<file path="config.mk">
export PLATFORM = sky130hd
export DESIGN_NAME = exec_sequencer_flat
export DESIGN_NICKNAME = d
export VERILOG_FILES = /design/src/rtl/cpu_pkg.sv /design/src/rtl/exec_sequencer_if.sv /design/src/rtl/bus_wait_timer.sv /design/src/rtl/exec_sequencer.sv /design/src/flat_wrapper.sv
export SDC_FILE = /design/constraint.sdc
export NUM_CORES = 1
export LEC_CHECK = 0
export CAP_MARGIN = 25
export CORE_ASPECT_RATIO = 1.1
export CORE_UTILIZATION = 46
export DETAILED_ROUTE_END_ITERATION = 10
export GPL_TIMING_DRIVEN = 0
export PLACE_DENSITY = 0.85
export SYNTH_ARGS = -nofsm -noshare
export SYNTH_HDL_FRONTEND = slang
export SYNTH_SLANG_ARGS = --single-unit
export TNS_END_PERCENT = 20
</file>
<file path="constraint.sdc">
create_clock -name clk -period 4.5 [get_ports clk]
set_input_delay 0.9 -clock clk [delete_from_list [all_inputs] [get_ports clk]]
set_output_delay 0.9 -clock clk [all_outputs]
set_load 0.02 [all_outputs]
</file>
<file path="src/rtl/cpu_pkg.sv">
// Shared CPU control definitions: decoder status codes, sequencer states, data-source codes.
package cpu_pkg;

    typedef enum logic [2:0] {
        TO_NOP     = 3'b000,
        RAM_READ   = 3'b001,
        ROM_READ   = 3'b010,
        PROCESS    = 3'b011,
        RAM_WRITE  = 3'b100,
        INS_DECODE = 3'b101,
        NOT_DONE   = 3'b111
    } next_status_e;

    typedef enum logic [2:0] {
        FETCH  = 3'd0,
        DECODE = 3'd1,
        RD_RAM = 3'd2,
        RD_ROM = 3'd3,
        PROC   = 3'd4,
        WR_RAM = 3'd5
    } state_e;

    typedef enum logic [1:0] {
        FROM_A            = 2'd0,
        FROM_RAM_DATA_REG = 2'd1,
        FROM_ROM_DATA_REG = 2'd2,
        NO_USED           = 2'd3
    } data_src_e;

endpackage

</file>
<file path="src/rtl/exec_sequencer_if.sv">
// ROM/RAM request-acknowledge bus between the execution sequencer and the memories.
interface exec_sequencer_if #(parameter int PC_W = 16);
    logic            rom_rd_req;
    logic            rom_rd_ack;
    logic [PC_W-1:0] rom_addr;
    logic [7:0]      rom_rdata;
    logic            ram_rd_req;
    logic            ram_rd_ack;
    logic            ram_wr_req;
    logic            ram_wr_ack;
    logic [7:0]      ram_addr;
    logic [7:0]      ram_rdata;

    modport master (
        output rom_rd_req, rom_addr, ram_rd_req, ram_wr_req, ram_addr,
        input  rom_rd_ack, rom_rdata, ram_rd_ack, ram_rdata, ram_wr_ack
    );

    modport slave (
        input  rom_rd_req, rom_addr, ram_rd_req, ram_wr_req, ram_addr,
        output rom_rd_ack, rom_rdata, ram_rd_ack, ram_rdata, ram_wr_ack
    );
endinterface

</file>
<file path="src/rtl/bus_wait_timer.sv">
// Counts unacknowledged bus-wait cycles; expired holds once LIMIT cycles have elapsed.
module bus_wait_timer #(
    parameter int LIMIT = 15
) (
    input  logic clk,
    input  logic rst_n,
    input  logic clr,
    input  logic tick,
    output logic expired
);
    localparam logic [3:0] LIM = 4'(LIMIT);

    logic [3:0] cnt;

    always_ff @(posedge clk) begin
        if (!rst_n || clr) begin
            cnt <= 4'd0;
        end else if (tick && !expired) begin
            cnt <= cnt + 4'd1;
        end
    end

    assign expired = (cnt == LIM);
endmodule

</file>
<file path="src/rtl/exec_sequencer.sv">
// Main CPU control FSM: fetches opcodes and runs the decoder's per-phase bus steps.
// Optional bus-ack timeout is built when EXEC_SEQ_TIMEOUT_EN is defined.
//
// state  | meaning
// FETCH  | read opcode at pc from ROM
// DECODE | load phase count (first pass) or dispatch next_status
// RD_RAM | RAM read into ram_data_register
// RD_ROM | ROM operand read into rom_data_register, pc advances
// PROC   | one-cycle ALU strobe
// WR_RAM | RAM write
module exec_sequencer
    import cpu_pkg::*;
#(
    parameter int PC_W        = 16,
    parameter int TIMEOUT_CYC = 15
) (
    input  logic              clk,
    input  logic              rst_n,
    exec_sequencer_if.master  bus,
    input  logic [2:0]        next_status,
    input  logic [2:0]        run_phase_init,
    input  logic [7:0]        addr_register_in,
    output logic [7:0]        instruction,
    output logic [2:0]        run_phase,
    output logic [7:0]        ram_data_register,
    output logic [7:0]        rom_data_register,
    output logic              alu_en,
    output logic [PC_W-1:0]   pc,
    output logic              illegal
);
    localparam logic [PC_W-1:0] PC_ONE = PC_W'(1);

    state_e     state, state_nxt;
    logic       first;
    logic [7:0] ram_addr_q;
    logic       rom_req_c, ram_rd_req_c, ram_wr_req_c, alu_c, illegal_c;
    logic       ld_instr, load_phase, latch_addr, ld_ram, ld_rom, step_done, abort;
    logic       timed_out;

`ifdef EXEC_SEQ_TIMEOUT_EN
    logic waiting, ack_active, tmr_clr;

    assign waiting = (state == FETCH) || (state == RD_RAM) ||
                     (state == RD_ROM) || (state == WR_RAM);

    always_comb begin
        ack_active = 1'b0;
        case (state)
            FETCH, RD_ROM: ack_active = bus.rom_rd_ack;
            RD_RAM:        ack_active = bus.ram_rd_ack;
            WR_RAM:        ack_active = bus.ram_wr_ack;
            default:       ack_active = 1'b0;
        endcase
    end

    // Restart the count on every state change, including a timed-out refetch.
    assign tmr_clr = !waiting || timed_out || (state_nxt != state);

    bus_wait_timer #(.LIMIT(TIMEOUT_CYC)) u_bus_wait_timer (
        .clk     (clk),
        .rst_n   (rst_n),
        .clr     (tmr_clr),
        .tick    (waiting && !ack_active),
        .expired (timed_out)
    );
`else
    assign timed_out = 1'b0;
`endif

    always_ff @(posedge clk) begin
        if (!rst_n) state <= FETCH;
        else        state <= state_nxt;
    end

    always_comb begin
        state_nxt    = state;
        rom_req_c    = 1'b0;
        ram_rd_req_c = 1'b0;
        ram_wr_req_c = 1'b0;
        alu_c        = 1'b0;
        illegal_c    = 1'b0;
        ld_instr     = 1'b0;
        load_phase   = 1'b0;
        latch_addr   = 1'b0;
        ld_ram       = 1'b0;
        ld_rom       = 1'b0;
        step_done    = 1'b0;
        abort        = 1'b0;
        case (state)
            FETCH: begin
                if (timed_out) begin
                    abort = 1'b1;
                end else begin
                    rom_req_c = 1'b1;
                    if (bus.rom_rd_ack) begin
                        ld_instr  = 1'b1;
                        state_nxt = DECODE;
                    end
                end
            end
            DECODE: begin
                if (first) begin
                    load_phase = 1'b1;
                end else begin
                    case (next_status_e'(next_status))
                        RAM_READ:  begin state_nxt = RD_RAM; latch_addr = 1'b1; end
                        ROM_READ:  state_nxt = RD_ROM;
                        PROCESS:   state_nxt = PROC;
                        RAM_WRITE: begin state_nxt = WR_RAM; latch_addr = 1'b1; end
                        NOT_DONE:  begin state_nxt = FETCH; illegal_c = 1'b1; end
                        default:   state_nxt = FETCH;
                    endcase
                end
            end
            RD_RAM: begin
                if (timed_out) begin
                    abort = 1'b1;
                end else begin
                    ram_rd_req_c = 1'b1;
                    ld_ram       = bus.ram_rd_ack;
                    step_done    = bus.ram_rd_ack;
                end
            end
            RD_ROM: begin
                if (timed_out) begin
                    abort = 1'b1;
                end else begin
                    rom_req_c = 1'b1;
                    ld_rom    = bus.rom_rd_ack;
                    step_done = bus.rom_rd_ack;
                end
            end
            PROC: begin
                alu_c     = 1'b1;
                step_done = 1'b1;
            end
            WR_RAM: begin
                if (timed_out) begin
                    abort = 1'b1;
                end else begin
                    ram_wr_req_c = 1'b1;
                    step_done    = bus.ram_wr_ack;
                end
            end
            default: state_nxt = FETCH;
        endcase
        if (step_done) state_nxt = (run_phase <= 3'd1) ? FETCH : DECODE;
        if (abort) begin
            illegal_c = 1'b1;
            state_nxt = FETCH;
        end
    end

    always_ff @(posedge clk) begin
        if (!rst_n) begin
            first             <= 1'b0;
            instruction       <= 8'd0;
            run_phase         <= 3'd0;
            pc                <= '0;
            ram_addr_q        <= 8'd0;
            ram_data_register <= 8'd0;
            rom_data_register <= 8'd0;
        end else begin
            if (ld_instr) begin
                instruction <= bus.rom_rdata;
                pc          <= pc + PC_ONE;
                first       <= 1'b1;
            end
            if (load_phase) begin
                run_phase <= run_phase_init;
                first     <= 1'b0;
            end
            if (latch_addr) ram_addr_q <= addr_register_in;
            if (ld_ram) ram_data_register <= bus.ram_rdata;
            if (ld_rom) begin
                rom_data_register <= bus.rom_rdata;
                pc                <= pc + PC_ONE;
            end
            if (step_done) run_phase <= (run_phase <= 3'd1) ? 3'd0 : run_phase - 3'd1;
            if (abort) run_phase <= 3'd0;
        end
    end

    // Strobes are gated by rst_n so every request drops while reset is held.
    assign bus.rom_rd_req = rom_req_c & rst_n;
    assign bus.ram_rd_req = ram_rd_req_c & rst_n;
    assign bus.ram_wr_req = ram_wr_req_c & rst_n;
    assign bus.rom_addr   = pc;
    assign bus.ram_addr   = ram_addr_q;
    assign alu_en         = alu_c & rst_n;
    assign illegal        = illegal_c & rst_n;
endmodule

</file>
<file path="src/flat_wrapper.sv">
// flat-port wrapper written by rule: the top's interface ports become plain ports
module exec_sequencer_flat import cpu_pkg::*;
#(
    parameter int PC_W        = 16,
    parameter int TIMEOUT_CYC = 15
)
  (clk, rst_n, next_status, run_phase_init, addr_register_in, instruction, run_phase, ram_data_register, rom_data_register, alu_en, pc, illegal, bus_rom_rd_req, bus_rom_addr, bus_ram_rd_req, bus_ram_wr_req, bus_ram_addr, bus_rom_rd_ack, bus_rom_rdata, bus_ram_rd_ack, bus_ram_rdata, bus_ram_wr_ack);
  exec_sequencer_if #(.PC_W(PC_W)) bus_i ();
  input  logic clk;
  input  logic rst_n;
  input  logic [2:0] next_status;
  input  logic [2:0] run_phase_init;
  input  logic [7:0] addr_register_in;
  output logic [7:0] instruction;
  output logic [2:0] run_phase;
  output logic [7:0] ram_data_register;
  output logic [7:0] rom_data_register;
  output logic alu_en;
  output logic [PC_W-1:0] pc;
  output logic illegal;
  output wire logic [$bits(bus_i.rom_rd_req)-1:0] bus_rom_rd_req;
  output wire logic [$bits(bus_i.rom_addr)-1:0] bus_rom_addr;
  output wire logic [$bits(bus_i.ram_rd_req)-1:0] bus_ram_rd_req;
  output wire logic [$bits(bus_i.ram_wr_req)-1:0] bus_ram_wr_req;
  output wire logic [$bits(bus_i.ram_addr)-1:0] bus_ram_addr;
  input wire logic [$bits(bus_i.rom_rd_ack)-1:0] bus_rom_rd_ack;
  input wire logic [$bits(bus_i.rom_rdata)-1:0] bus_rom_rdata;
  input wire logic [$bits(bus_i.ram_rd_ack)-1:0] bus_ram_rd_ack;
  input wire logic [$bits(bus_i.ram_rdata)-1:0] bus_ram_rdata;
  input wire logic [$bits(bus_i.ram_wr_ack)-1:0] bus_ram_wr_ack;
  assign bus_rom_rd_req = bus_i.rom_rd_req;
  assign bus_rom_addr = bus_i.rom_addr;
  assign bus_ram_rd_req = bus_i.ram_rd_req;
  assign bus_ram_wr_req = bus_i.ram_wr_req;
  assign bus_ram_addr = bus_i.ram_addr;
  assign bus_i.rom_rd_ack = bus_rom_rd_ack;
  assign bus_i.rom_rdata = bus_rom_rdata;
  assign bus_i.ram_rd_ack = bus_ram_rd_ack;
  assign bus_i.ram_rdata = bus_ram_rdata;
  assign bus_i.ram_wr_ack = bus_ram_wr_ack;
  exec_sequencer #(.PC_W(PC_W), .TIMEOUT_CYC(TIMEOUT_CYC)) u_core (.clk(clk), .rst_n(rst_n), .bus(bus_i), .next_status(next_status), .run_phase_init(run_phase_init), .addr_register_in(addr_register_in), .instruction(instruction), .run_phase(run_phase), .ram_data_register(ram_data_register), .rom_data_register(rom_data_register), .alu_en(alu_en), .pc(pc), .illegal(illegal));
endmodule
</file>
==> results of run 1 <==
-- per-stage QoR --
| step | worst slack (ps) | power (mW) | util (%) |
|---|---|---|---|
| 6_report | 1167 | 1.072 | 70.66 |
| 5_1_grt | 1090 | 1.132 | 70.66 |
| 4_1_cts | 1155 | 1.081 | 70.66 |
| 3_5_place_dp | 1153 | 0.8221 | 69.02 |
| 3_3_place_gp | 1146 | 0.8162 | 69.02 |
| 2_1_floorplan | 2028 | 0.7063 | - |
-- logic make-up (layout without fill, tap and decap cells) --
| group | after synthesis | in the layout | synth area share (%) |
|---|---|---|---|
| xor+xnor | 13 | 13 | 4.415 |
| buf+inv | 36 | 149 | 7.909 |
| compound gates | 43 | 43 | 9.510 |
| mux | 21 | 21 | 8.297 |
| flops | 55 | 55 | 42.70 |
| fa+ha+maj | 4 | 4 | 1.941 |
| simple gates | 127 | 127 | 25.23 |
-- critical path, stage by stage --
cell and delay [ps]:
clkdlybuf4s50_1 570, inv_2 130, nor3_1 180, clkdlybuf4s50_1 660
-- placed cells by master (no fill, tap or decap), types with 4 or more instances in the layout --
master / count
nand3_1: 4
ha_1: 4
nand4_1: 4
clkbuf_8: 5
inv_1: 7
mux2i_1: 18
nor2_1: 33
o21ai_0: 7
a21oi_1: 26
clkdlybuf4s50_1: 105
and3_1: 4
buf_4: 16
nand2_1: 39
xnor2_1: 11
nor3_1: 8
or3_1: 9
clkbuf_1: 10
dfxtp_1: 55
-- sequential cells by signal (all words and copies together) (netlist names) --
signal                    count
u_core.bus.ram_addr           8
u_core.ram_data_register      8
u_core.state                  3
u_core.instruction            8
u_core.bus.rom_addr          16
u_core.rom_data_register      8
u_core.first                  1
u_core.run_phase              3
-- power groups by stage --
stage	sequential [mW]	combinational, mW	clock, mW
finish	0.532	0.279	0.261
global route	0.536	0.304	0.292
CTS	0.532	0.280	0.269
detailed placement	0.543	0.279	0
global placement	0.542	0.274	0
floorplan	0.563	0.143	0
-- final cells by class --
class / count / area, µm² / area share [%]
inverters: 8 / 30.03 / 0.7877
plain buffers: 28 / 173.9 / 4.562
repair buffers: 105 / 1051 / 27.57
multi-input cells: 208 / 1274 / 33.41
flip-flops and latches: 55 / 1101 / 28.88
well taps: 75 / 93.84 / 2.461
clock buffers: 5 / 68.82 / 1.805
clock inverters: 3 / 20.02 / 0.5251
-- synthesized netlist by cell type (3+ instances only) --
library cell	count	share of area (%)
nor4b_1	3	1.0
o21ai_0	7	1.4
mux2_2	3	1.3
clkbuf_1	10	1.5
and3_1	4	0.97
buf_4	16	4.7
nand2b_1	3	0.73
nand4_1	4	0.97
or3_1	9	2.2
nor2_1	33	4.8
a211oi_1	3	0.87
nand3_1	4	0.78
nor3_1	8	1.6
ha_1	4	1.9
dfxtp_1	55	43
xnor2_1	11	3.7
inv_1	7	1.0
nand2_1	39	5.7
nor2b_1	3	0.73
mux2i_1	18	7.0
a21oi_1	26	5.0
-- routing by layer --
layer | vias to the layer above | routed length [µm] | GRT usage [%]
met4 | 0 | 47 | 4.038
met3 | 6 | 459 | 5.395
li1 | 1238 | - | -
met1 | 1142 | 2555 | 24.79
met5 | - | 0 | 0
met2 | 85 | 2898 | 37.04
-- path summary, 6_finish.rpt --
kind	start	end	slack [ps]	depth (start not counted)
hold reg to reg	u_core.rom_data_register[4]	u_core.rom_data_register[4]	460	2
setup / recovery	rst_n	bus_rom_rd_req	1170	4
setup reg to reg	u_core.state[2]	u_core.state[0]	2050	7
hold / removal	u_core.rom_data_register[4]	u_core.rom_data_register[4]	460	2
==> flow_metrics.env, run 1 <==
export IMPL_synth_distinct_cells=41
export IMPL_power_leakage_nw=1.319
export IMPL_hp_class="reg -> reg"
export IMPL_n_antenna_cell=0
export IMPL_cts_tree="yes"
export IMPL_min_period_ps=3333
export IMPL_power_density_nw_per_um2=281.1
export IMPL_portBuffers=105
export IMPL_clock_sinks=55
export IMPL_root_buffer="clkbuf_8"
export IMPL_ys_ff_latch=55
export IMPL_vias_per_cell=5.074
export IMPL_worst_slew_pin_slew_ps=944.9
export IMPL_drcViolationCount=0
export IMPL_synth_edf_count=0
export IMPL_hpwl_mm=4.712
export IMPL_power_frac_seq_pct=49.6
export IMPL_cts_hold_buffers=0
export IMPL_cts_resized=0
export IMPL_rsz0062_at_grt="no"
export IMPL_crit_fanout=10
export IMPL_routabilityCongestion=0.9125
export IMPL_postCtsSetupRepairBufs=0
export IMPL_dr_pass1_iters=4
export IMPL_synth_avg_cell_area_um2=8.624
export IMPL_holdWs_ps=460.8
export IMPL_syn_nets=338
export IMPL_required_ps=3600
export IMPL_die_h_um=80.53
export IMPL_setup_viol_count_final=0
export IMPL_pwr_share_comb_pct=26.1
export IMPL_syn_inst=299
export IMPL_syn_cell_area_um2=2579
export IMPL_start_util_pct=47.80
export IMPL_instances_no_fill=487
export IMPL_grt_max_degree=18
export IMPL_yosys_warnings=0
export IMPL_nets=450
export IMPL_synth_ff_type="dfxtp_1"
export IMPL_maxCapViolCount=0
export IMPL_status="complete, no violations"
export IMPL_grt_overflow=0
export IMPL_ys_async_sr_fraction_pct=0
export IMPL_area_growth_pct=47.84
export IMPL_switchingPower_mw=0.3160
export IMPL_grt_pass1_wl_mm=9.735
export IMPL_placed_area_um2=3724
export IMPL_min_period_over_period_pct=74.07
export IMPL_antenna_found_initial=0
export IMPL_p_clk_share_pct=24.3
export IMPL_fmax_ghz=0.3000
export IMPL_intPower_mw=0.7556
export IMPL_dp_cells=479
export IMPL_totalWireLength_mm=5.961
export IMPL_tns_ps=0
export IMPL_fin_area_um2=3812
export IMPL_cts_made_buffers=5
export IMPL_final_layout_size_suffix_gt1_share_pct=8.738
export IMPL_drtAntennaViolNets=0
export IMPL_clkTransAtPathRegs_ps=90
export IMPL_max_slew_margin_rel_pct=36.53
export IMPL_ioPinCount=107
export IMPL_die_area_um2=5910
export IMPL_grt_usage_pct=20.70
export IMPL_yosysSeqAreaShare_pct=42.70
export IMPL_core_region_area_um2=5395
export IMPL_drtIter0Drc=82
export IMPL_insertion_delay_ps=290
export IMPL_drv_slew=0
export IMPL_worst_setup_path_type="in -> out"
export IMPL_fin_skew_ps=7.356
export IMPL_critPathLaunchType="input pin"
export IMPL_grt_pass1_vias=2268
export IMPL_crit_path_end_kind="output port"
export IMPL_cts_htree_levels=2
export IMPL_switching_share_pct=29.49
export IMPL_cts_max_path_buffers=2
export IMPL_irDropWorstVdd_uv=268.1
export IMPL_cp_arrival_ps=2430
export IMPL_die_w_um=73.39
export IMPL_num_fill_cells=457
export IMPL_vias=2471
export IMPL_hold_viol=0
export IMPL_num_rows=28
export IMPL_wl_per_cell_um=12.24
(Power assumes the default switching activity.)
==> run 2, diff against run 1 <==
--- a/config.mk
+++ b/config.mk
@@ -7,10 +7,10 @@
 export LEC_CHECK = 0
 export CAP_MARGIN = 25
 export CORE_ASPECT_RATIO = 1.1
-export CORE_UTILIZATION = 46
+export CORE_UTILIZATION = 43
 export DETAILED_ROUTE_END_ITERATION = 10
 export GPL_TIMING_DRIVEN = 0
-export PLACE_DENSITY = 0.85
+export PLACE_DENSITY = 0.8
 export SYNTH_ARGS = -nofsm -noshare
 export SYNTH_HDL_FRONTEND = slang
 export SYNTH_SLANG_ARGS = --single-unit
==> constraint.sdc (replaced) <==
create_clock -name clk -period 3.2 [get_ports clk]
set_input_delay 0.64 -clock clk [delete_from_list [all_inputs] [get_ports clk]]
set_output_delay 0.64 -clock clk [all_outputs]
set_load 0.02 [all_outputs]
==> run 2 against run 1 <==
Sequential share of layout area is 0.26 points lower. Clock skew is 1.2 ps higher. Sequential power is 41% higher. Routed wire length is 1.7% higher. Register-to-register slack worse by 1200 ps. Hold slack worse by 1.6 ps. Sequential cell count stayed put. Largest cell class unchanged.
==> flow_metrics.env, run 2 (same netlist as run 1, synthesis figures left out) <==
export IMPL_clock_sinks=55
export IMPL_final_layout_size_suffix_gt1_share_pct=8.738
export IMPL_ioPinCount=107
export IMPL_fmax_ghz=0.3522
export IMPL_cts_htree_levels=2
export IMPL_die_h_um=83.22
export IMPL_status="complete, no violations"
export IMPL_nets=450
export IMPL_vias_per_cell=4.967
export IMPL_crit_fanout=10
export IMPL_final_cell_mix="105 x clkdlybuf4s50_1, 55 x dfxtp_1, 39 x nand2_1"
export IMPL_routabilityCongestion=0.8686
export IMPL_power_leakage_nw=1.341
export IMPL_num_rows=29
export IMPL_tns_ps=0
export IMPL_totalWireLength_mm=6.063
export IMPL_grt_max_degree=18
export IMPL_hp_class="reg -> reg"
export IMPL_cts_hold_buffers=0
export IMPL_finalPower_mw=1.621
export IMPL_ff2ff_path_depth=7
export IMPL_setup_viol_count_final=0
export IMPL_drtAntennaViolNets=0
export IMPL_portBuffers=105
export IMPL_maxCapViolCount=0
export IMPL_placed_area_um2=3726
export IMPL_worst_r2r_setup_slack_ps=830
export IMPL_hold_viol=0
export IMPL_clkTransAtPathRegs_ps=100
export IMPL_grt_pass1_vias=2267
export IMPL_worst_setup_path_type="in -> out"
export IMPL_hold_start="u_core.instruction[7]"
export IMPL_fin_area_um2=3847
export IMPL_insertion_delay_ps=300
export IMPL_cp_arrival_ps=2200
export IMPL_core_region_area_um2=5769
export IMPL_reg2reg_to="u_core.state[0]"
export IMPL_min_delay_worst_endpoint="u_core.instruction[7]"
export IMPL_cts_max_path_buffers=2
export IMPL_max_slew_margin_rel_pct=36.01
export IMPL_power_density_nw_per_um2=421.3
export IMPL_cts_made_buffers=5
export IMPL_vias=2429
export IMPL_fin_skew_ps=8.592
export IMPL_min_period_ps=2840
export IMPL_min_period_over_period_pct=88.74
export IMPL_start_util_pct=44.70
export IMPL_num_fill_cells=486
export IMPL_cts_resized=0
export IMPL_drcViolationCount=0
export IMPL_wl_per_cell_um=12.40
export IMPL_area_growth_pct=49.20
export IMPL_worst_slew_pin_slew_ps=952.6
export IMPL_root_buffer="clkbuf_8"
export IMPL_hpwl_mm=4.617
export IMPL_cts_tree="yes"
export IMPL_drtIter0Drc=74
export IMPL_rsz0062_at_grt="no"
export IMPL_largest_reg_flops=16
export IMPL_drv_slew=0
export IMPL_holdPathStages=2
export IMPL_irDropWorstVdd_uv=256.8
export IMPL_critPathLaunchType="input pin"
export IMPL_antenna_found_initial=0
export IMPL_reg2reg_from="u_core.state[2]"
export IMPL_dr_pass1_iters=4
export IMPL_die_w_um=75.84
export IMPL_postCtsSetupRepairBufs=0
export IMPL_final_common_cell="clkdlybuf4s50_1"
export IMPL_grt_overflow=0
export IMPL_grt_usage_pct=20.48
export IMPL_grt_pass1_wl_mm=10.21
export IMPL_required_ps=2560
export IMPL_crit_path_end_kind="output port"
export IMPL_die_area_um2=6311
export IMPL_n_antenna_cell=0
## run 2: cell types whose count changed in the layout (fill, tap and decap cells not counted)
cell        delta
clkbuf_8       +1
clkinvlp_4     -2
clkinv_2       -1
inv_6          +1
bufinv_16      +1
## run 2: metal layers
layer	part of all wire [%]	GRT usage (%)
met1	45	27.22
met2	47	32.18
met3	7.0	5.825
met4	0.84	5.219
met5	0	0
## run 2: worst max-delay path by stage
stage	start	endpoint	cells past startpoint	slack (ps)
final	rst_n	bus_rom_rd_req	4	360
after CTS	rst_n	bus_rom_rd_req	4	350
after detailed placement	rst_n	bus_rom_rd_req	4	370
after floorplan	u_core.state[2]	u_core.state[0]	7	1200
after global routing	rst_n	bus_rom_rd_req	4	200
after global placement	rst_n	bus_rom_rd_req	4	360
## run 2: power breakdown
group | leakage [nW] | switching (mW) | internal (mW)
combinational | 0.834 | 0.203 | 0.191
clock | 0.0618 | 0.221 | 0.258
sequential | 0.445 | 0.0292 | 0.719
## run 2: critical path: stages
cell,delay [ps]
clkdlybuf4s50_1,580
inv_2,130
nor3_1,190
clkdlybuf4s50_1,660
## run 2: area by class of cell
class                      instances  area [µm²]  share of cell area, %
multi-input combinational        208        1274                  33.11
sequential                        55        1101                  28.62
timing repair buffer             105        1051                  27.32
buffer                            28       173.9                  4.520
tap                               77       96.34                  2.504
clock buffer                       6       82.58                  2.146
clock inverter                     2       38.79                  1.008
inverter                           8       30.03                 0.7805
## run 2: metrics by stage
stage,setup WS [ps],std cells,hold WS (ps),util (%)
6_report,360.5,489,459.2,66.69
3_5_place_dp,367.5,481,447.0,64.58
2_1_floorplan,1200,299,507.3,-
4_1_cts,350.9,489,461.1,66.69
3_3_place_gp,362.7,481,442.1,64.58
5_1_grt,202.4,489,475.4,66.69
==> run 3, diff against run 2 <==
--- a/config.mk
+++ b/config.mk
@@ -7,11 +7,12 @@
 export LEC_CHECK = 0
 export CAP_MARGIN = 25
 export CORE_ASPECT_RATIO = 1.1
-export CORE_UTILIZATION = 43
+export CORE_UTILIZATION = 42
 export DETAILED_ROUTE_END_ITERATION = 10
 export GPL_TIMING_DRIVEN = 0
-export PLACE_DENSITY = 0.8
+export PLACE_DENSITY = 0.79
 export SYNTH_ARGS = -nofsm -noshare
 export SYNTH_HDL_FRONTEND = slang
+export SYNTH_HIERARCHICAL = 1
 export SYNTH_SLANG_ARGS = --single-unit
 export TNS_END_PERCENT = 20
==> run 3 against run 2 <==
Register-to-register slack improved by 440 ps. Design area decreased by 1.8%. Global-route usage about the same. Clock power decreased by 14%. Non-clock buffer count up 2. Sequential power hardly changed. Critical path depth is the same. Sequential share of layout area increased by 0.53 points. Maximum frequency fell by 5.1%.
==> flow_metrics.env, run 3 <==
export IMPL_cts_made_buffers=5
export IMPL_synth_compound_area_share_pct=9.926
export IMPL_grt_pass1_wl_mm=10.04
export IMPL_ioPinCount=107
export IMPL_final_layout_size_suffix_gt1_share_pct=7.598
export IMPL_drv_slew=0
export IMPL_worst_r2r_setup_slack_ps=1270
export IMPL_synth_top_family_by_area="simple AND/OR/NAND/NOR gates"
export IMPL_syn_cell_area_um2=2521
export IMPL_synth_simple_gate_area_share_pct=25.01
export IMPL_dp_cells=476
export IMPL_drtIter0Drc=54
export IMPL_start_util_pct=43.70
export IMPL_cts_resized=0
export IMPL_synth_ff_type="dfxtp_1"
export IMPL_drcViolationCount=0
export IMPL_hpwl_mm=4.788
export IMPL_critPathSlowestCell="clkdlybuf4s50_1"
export IMPL_yosys_warnings=6
export IMPL_switching_share_pct=28.28
export IMPL_p_clk_share_pct=27.5
export IMPL_cts_max_path_buffers=2
export IMPL_hold_viol=0
export IMPL_synth_largest_area_cell="dfxtp_1"
export IMPL_root_buffer="clkbuf_8"
export IMPL_die_area_um2=6317
export IMPL_syn_nets=331
export IMPL_worst_setup_path_type="reg -> out"
export IMPL_synth_top_cells_by_count="55 x dfxtp_1, 40 x nand2_1, 35 x nor2_1"
export IMPL_antenna_found_initial=0
export IMPL_min_period_ps=2992
export IMPL_crit_fanout=10
export IMPL_wl_per_cell_um=12.93
export IMPL_hp_class="reg -> reg"
export IMPL_totalWireLength_mm=6.272
export IMPL_final_common_cell="clkdlybuf4s50_1"
export IMPL_cts_tree="yes"
export IMPL_vias=2407
export IMPL_setup_viol_count_final=0
export IMPL_area_growth_pct=49.83
export IMPL_max_slew_margin_rel_pct=59.66
export IMPL_synth_top_area_share_pct=43.67
export IMPL_ff2ff_path_depth=5
export IMPL_cts_htree_levels=2
export IMPL_critPathLaunchType="flop"
export IMPL_cts_hold_buffers=0
export IMPL_synthAdderAreaFrac_pct=0.9926
export IMPL_intPower_mw=1.077
export IMPL_maxCapViolCount=0
export IMPL_synth_avg_cell_area_um2=8.575
export IMPL_tns_ps=0
export IMPL_die_w_um=75.87
export IMPL_clock_sinks=55
export IMPL_core_region_area_um2=5769
export IMPL_ys_async_sr_fraction_pct=0
export IMPL_grt_pass1_vias=2192
export IMPL_grt_usage_pct=20.50
export IMPL_largest_reg_flops=16
export IMPL_synth_mux_area_share_pct=7.940
export IMPL_placed_area_um2=3669
export IMPL_ys_ff_latch=55
export IMPL_cp_arrival_ps=2350
export IMPL_hold_start="u_core/rom_data_register[1]"
export IMPL_syn_inst=294
export IMPL_dp_worst_setup_slack_ps=346.3
export IMPL_clkTransAtPathRegs_ps=90
export IMPL_reg2reg_to="u_core/bus.rom_addr[10]"
export IMPL_fin_area_um2=3777
export IMPL_power_leakage_nw=1.327
export IMPL_yosysSeqAreaShare_pct=43.67
export IMPL_power_density_nw_per_um2=397.6
export IMPL_drtAntennaViolNets=0
export IMPL_grt_max_degree=17
export IMPL_routabilityCongestion=0.8360
export IMPL_vias_per_cell=4.963
export IMPL_insertion_delay_ps=300
export IMPL_nets=444
export IMPL_pwr_share_comb_pct=22.8
export IMPL_final_cell_mix="105 x clkdlybuf4s50_1, 55 x dfxtp_1, 40 x nand2_1"
export IMPL_min_period_over_period_pct=93.51
export IMPL_instances_no_fill=485
export IMPL_worst_path_largest_cell_delay_ps=560
export IMPL_fin_skew_ps=6.642
export IMPL_num_rows=29
export IMPL_switchingPower_mw=0.4248
export IMPL_yosys_top_cells_area="dfxtp_1 44%, mux2i_1 7.9%, nand2_1 6.0%"
export IMPL_min_delay_worst_endpoint="u_core/rom_data_register[1]"
export IMPL_postCtsSetupRepairBufs=0
export IMPL_rsz0062_at_grt="no"
export IMPL_portBuffers=105
export IMPL_grt_overflow=0
export IMPL_synth_xor_area_share_pct=4.814
export IMPL_n_antenna_cell=0
export IMPL_reg2reg_from="u_core/state[0]"
export IMPL_power_frac_seq_pct=49.7
export IMPL_crit_path_end_kind="output port"
export IMPL_worst_slew_pin_slew_ps=603.0
export IMPL_required_ps=2560
export IMPL_synth_distinct_cells=42
export IMPL_fmax_ghz=0.3342
export IMPL_synth_edf_count=0
export IMPL_die_h_um=83.26
export IMPL_synth_most_common_cell="dfxtp_1"
export IMPL_setup_slack_ps=207.8
export IMPL_cp_cell_sequence="clkbuf_1, xor2_1, nor2_1, clkdlybuf4s50_1"
export IMPL_finalPower_mw=1.502
export IMPL_irDropWorstVdd_uv=275.6
export IMPL_status="complete, no violations"
export IMPL_holdPathStages=2
export IMPL_dr_pass1_iters=4
==> run 3: per-stage QoR <==
| stage | hold slack [ps] | util (%) |
|---|---|---|
| floorplan | 508.7 | - |
| global placement | 441.0 | 63.59 |
| detailed placement | 447.8 | 63.59 |
| CTS | 461.4 | 65.39 |
| global route | 481.4 | 65.47 |
| finish | 459.1 | 65.47 |
==> run 3: critical path, delay by kind of cell, from the launching register on <==
family	cells	cell delay (ps)
DFF	1	480
buffers and inverters	2	950
and+or+nand+nor	1	90
xor gates and xnor gates	1	540
==> run 3: metal layers <==
layer,vias up,share of wire [%],routed length (µm),GRT usage [%]
li1,1217,-,-,-
met1,1111,44,2766,25.73
met2,77,50,3118,34.75
met3,2,5.5,344,4.490
met4,0,0.69,43,5.051
met5,-,0,0,0
==> run 3: cell families after synthesis <==
group,after synthesis
buf+inv,33
mux,20
compound gates,45
xor+xnor,13
fa+ha+maj,2
flops,55
simple gates,126
==> run 3: worst max-delay path by stage <==
| stage | start | to | slack, ps |
|---|---|---|---|
| 2_1_floorplan | u_core/state[1] | illegal | 1270 |
| 3_5_place_dp | rst_n | bus_ram_rd_req | 350 |
| 3_3_place_gp | rst_n | bus_ram_rd_req | 330 |
| 5_1_grt | u_core/state[0] | bus_rom_rd_req | 20 |
| 4_1_cts | u_core/state[0] | bus_rom_rd_req | 180 |
| 6_report | u_core/state[0] | bus_rom_rd_req | 210 |
==> run 3: cell type report <==
| cell class | instances | area, µm² |
|---|---|---|
| Tap cell | 77 | 96.34 |
| Buffer | 29 | 177.7 |
| Clock buffer | 7 | 96.34 |
| Fill cell | 492 | 1992 |
| Inverter | 4 | 15.01 |
| Sequential cell | 55 | 1101 |
| Timing Repair Buffer | 106 | 1056 |
| Multi-Input combinational cell | 206 | 1227 |
| Clock inverter | 1 | 7.507 |
==> run 3: power by group through the flow <==
| stage | Sequential, mW | Clock, mW | Combinational, mW |
|---|---|---|---|
| floorplan | 0.785 | 0 | 0.166 |
| global placement | 0.759 | 0 | 0.336 |
| detailed placement | 0.761 | 0 | 0.341 |
| CTS | 0.746 | 0.429 | 0.343 |
| global route | 0.750 | 0.452 | 0.371 |
| finish | 0.746 | 0.413 | 0.343 |
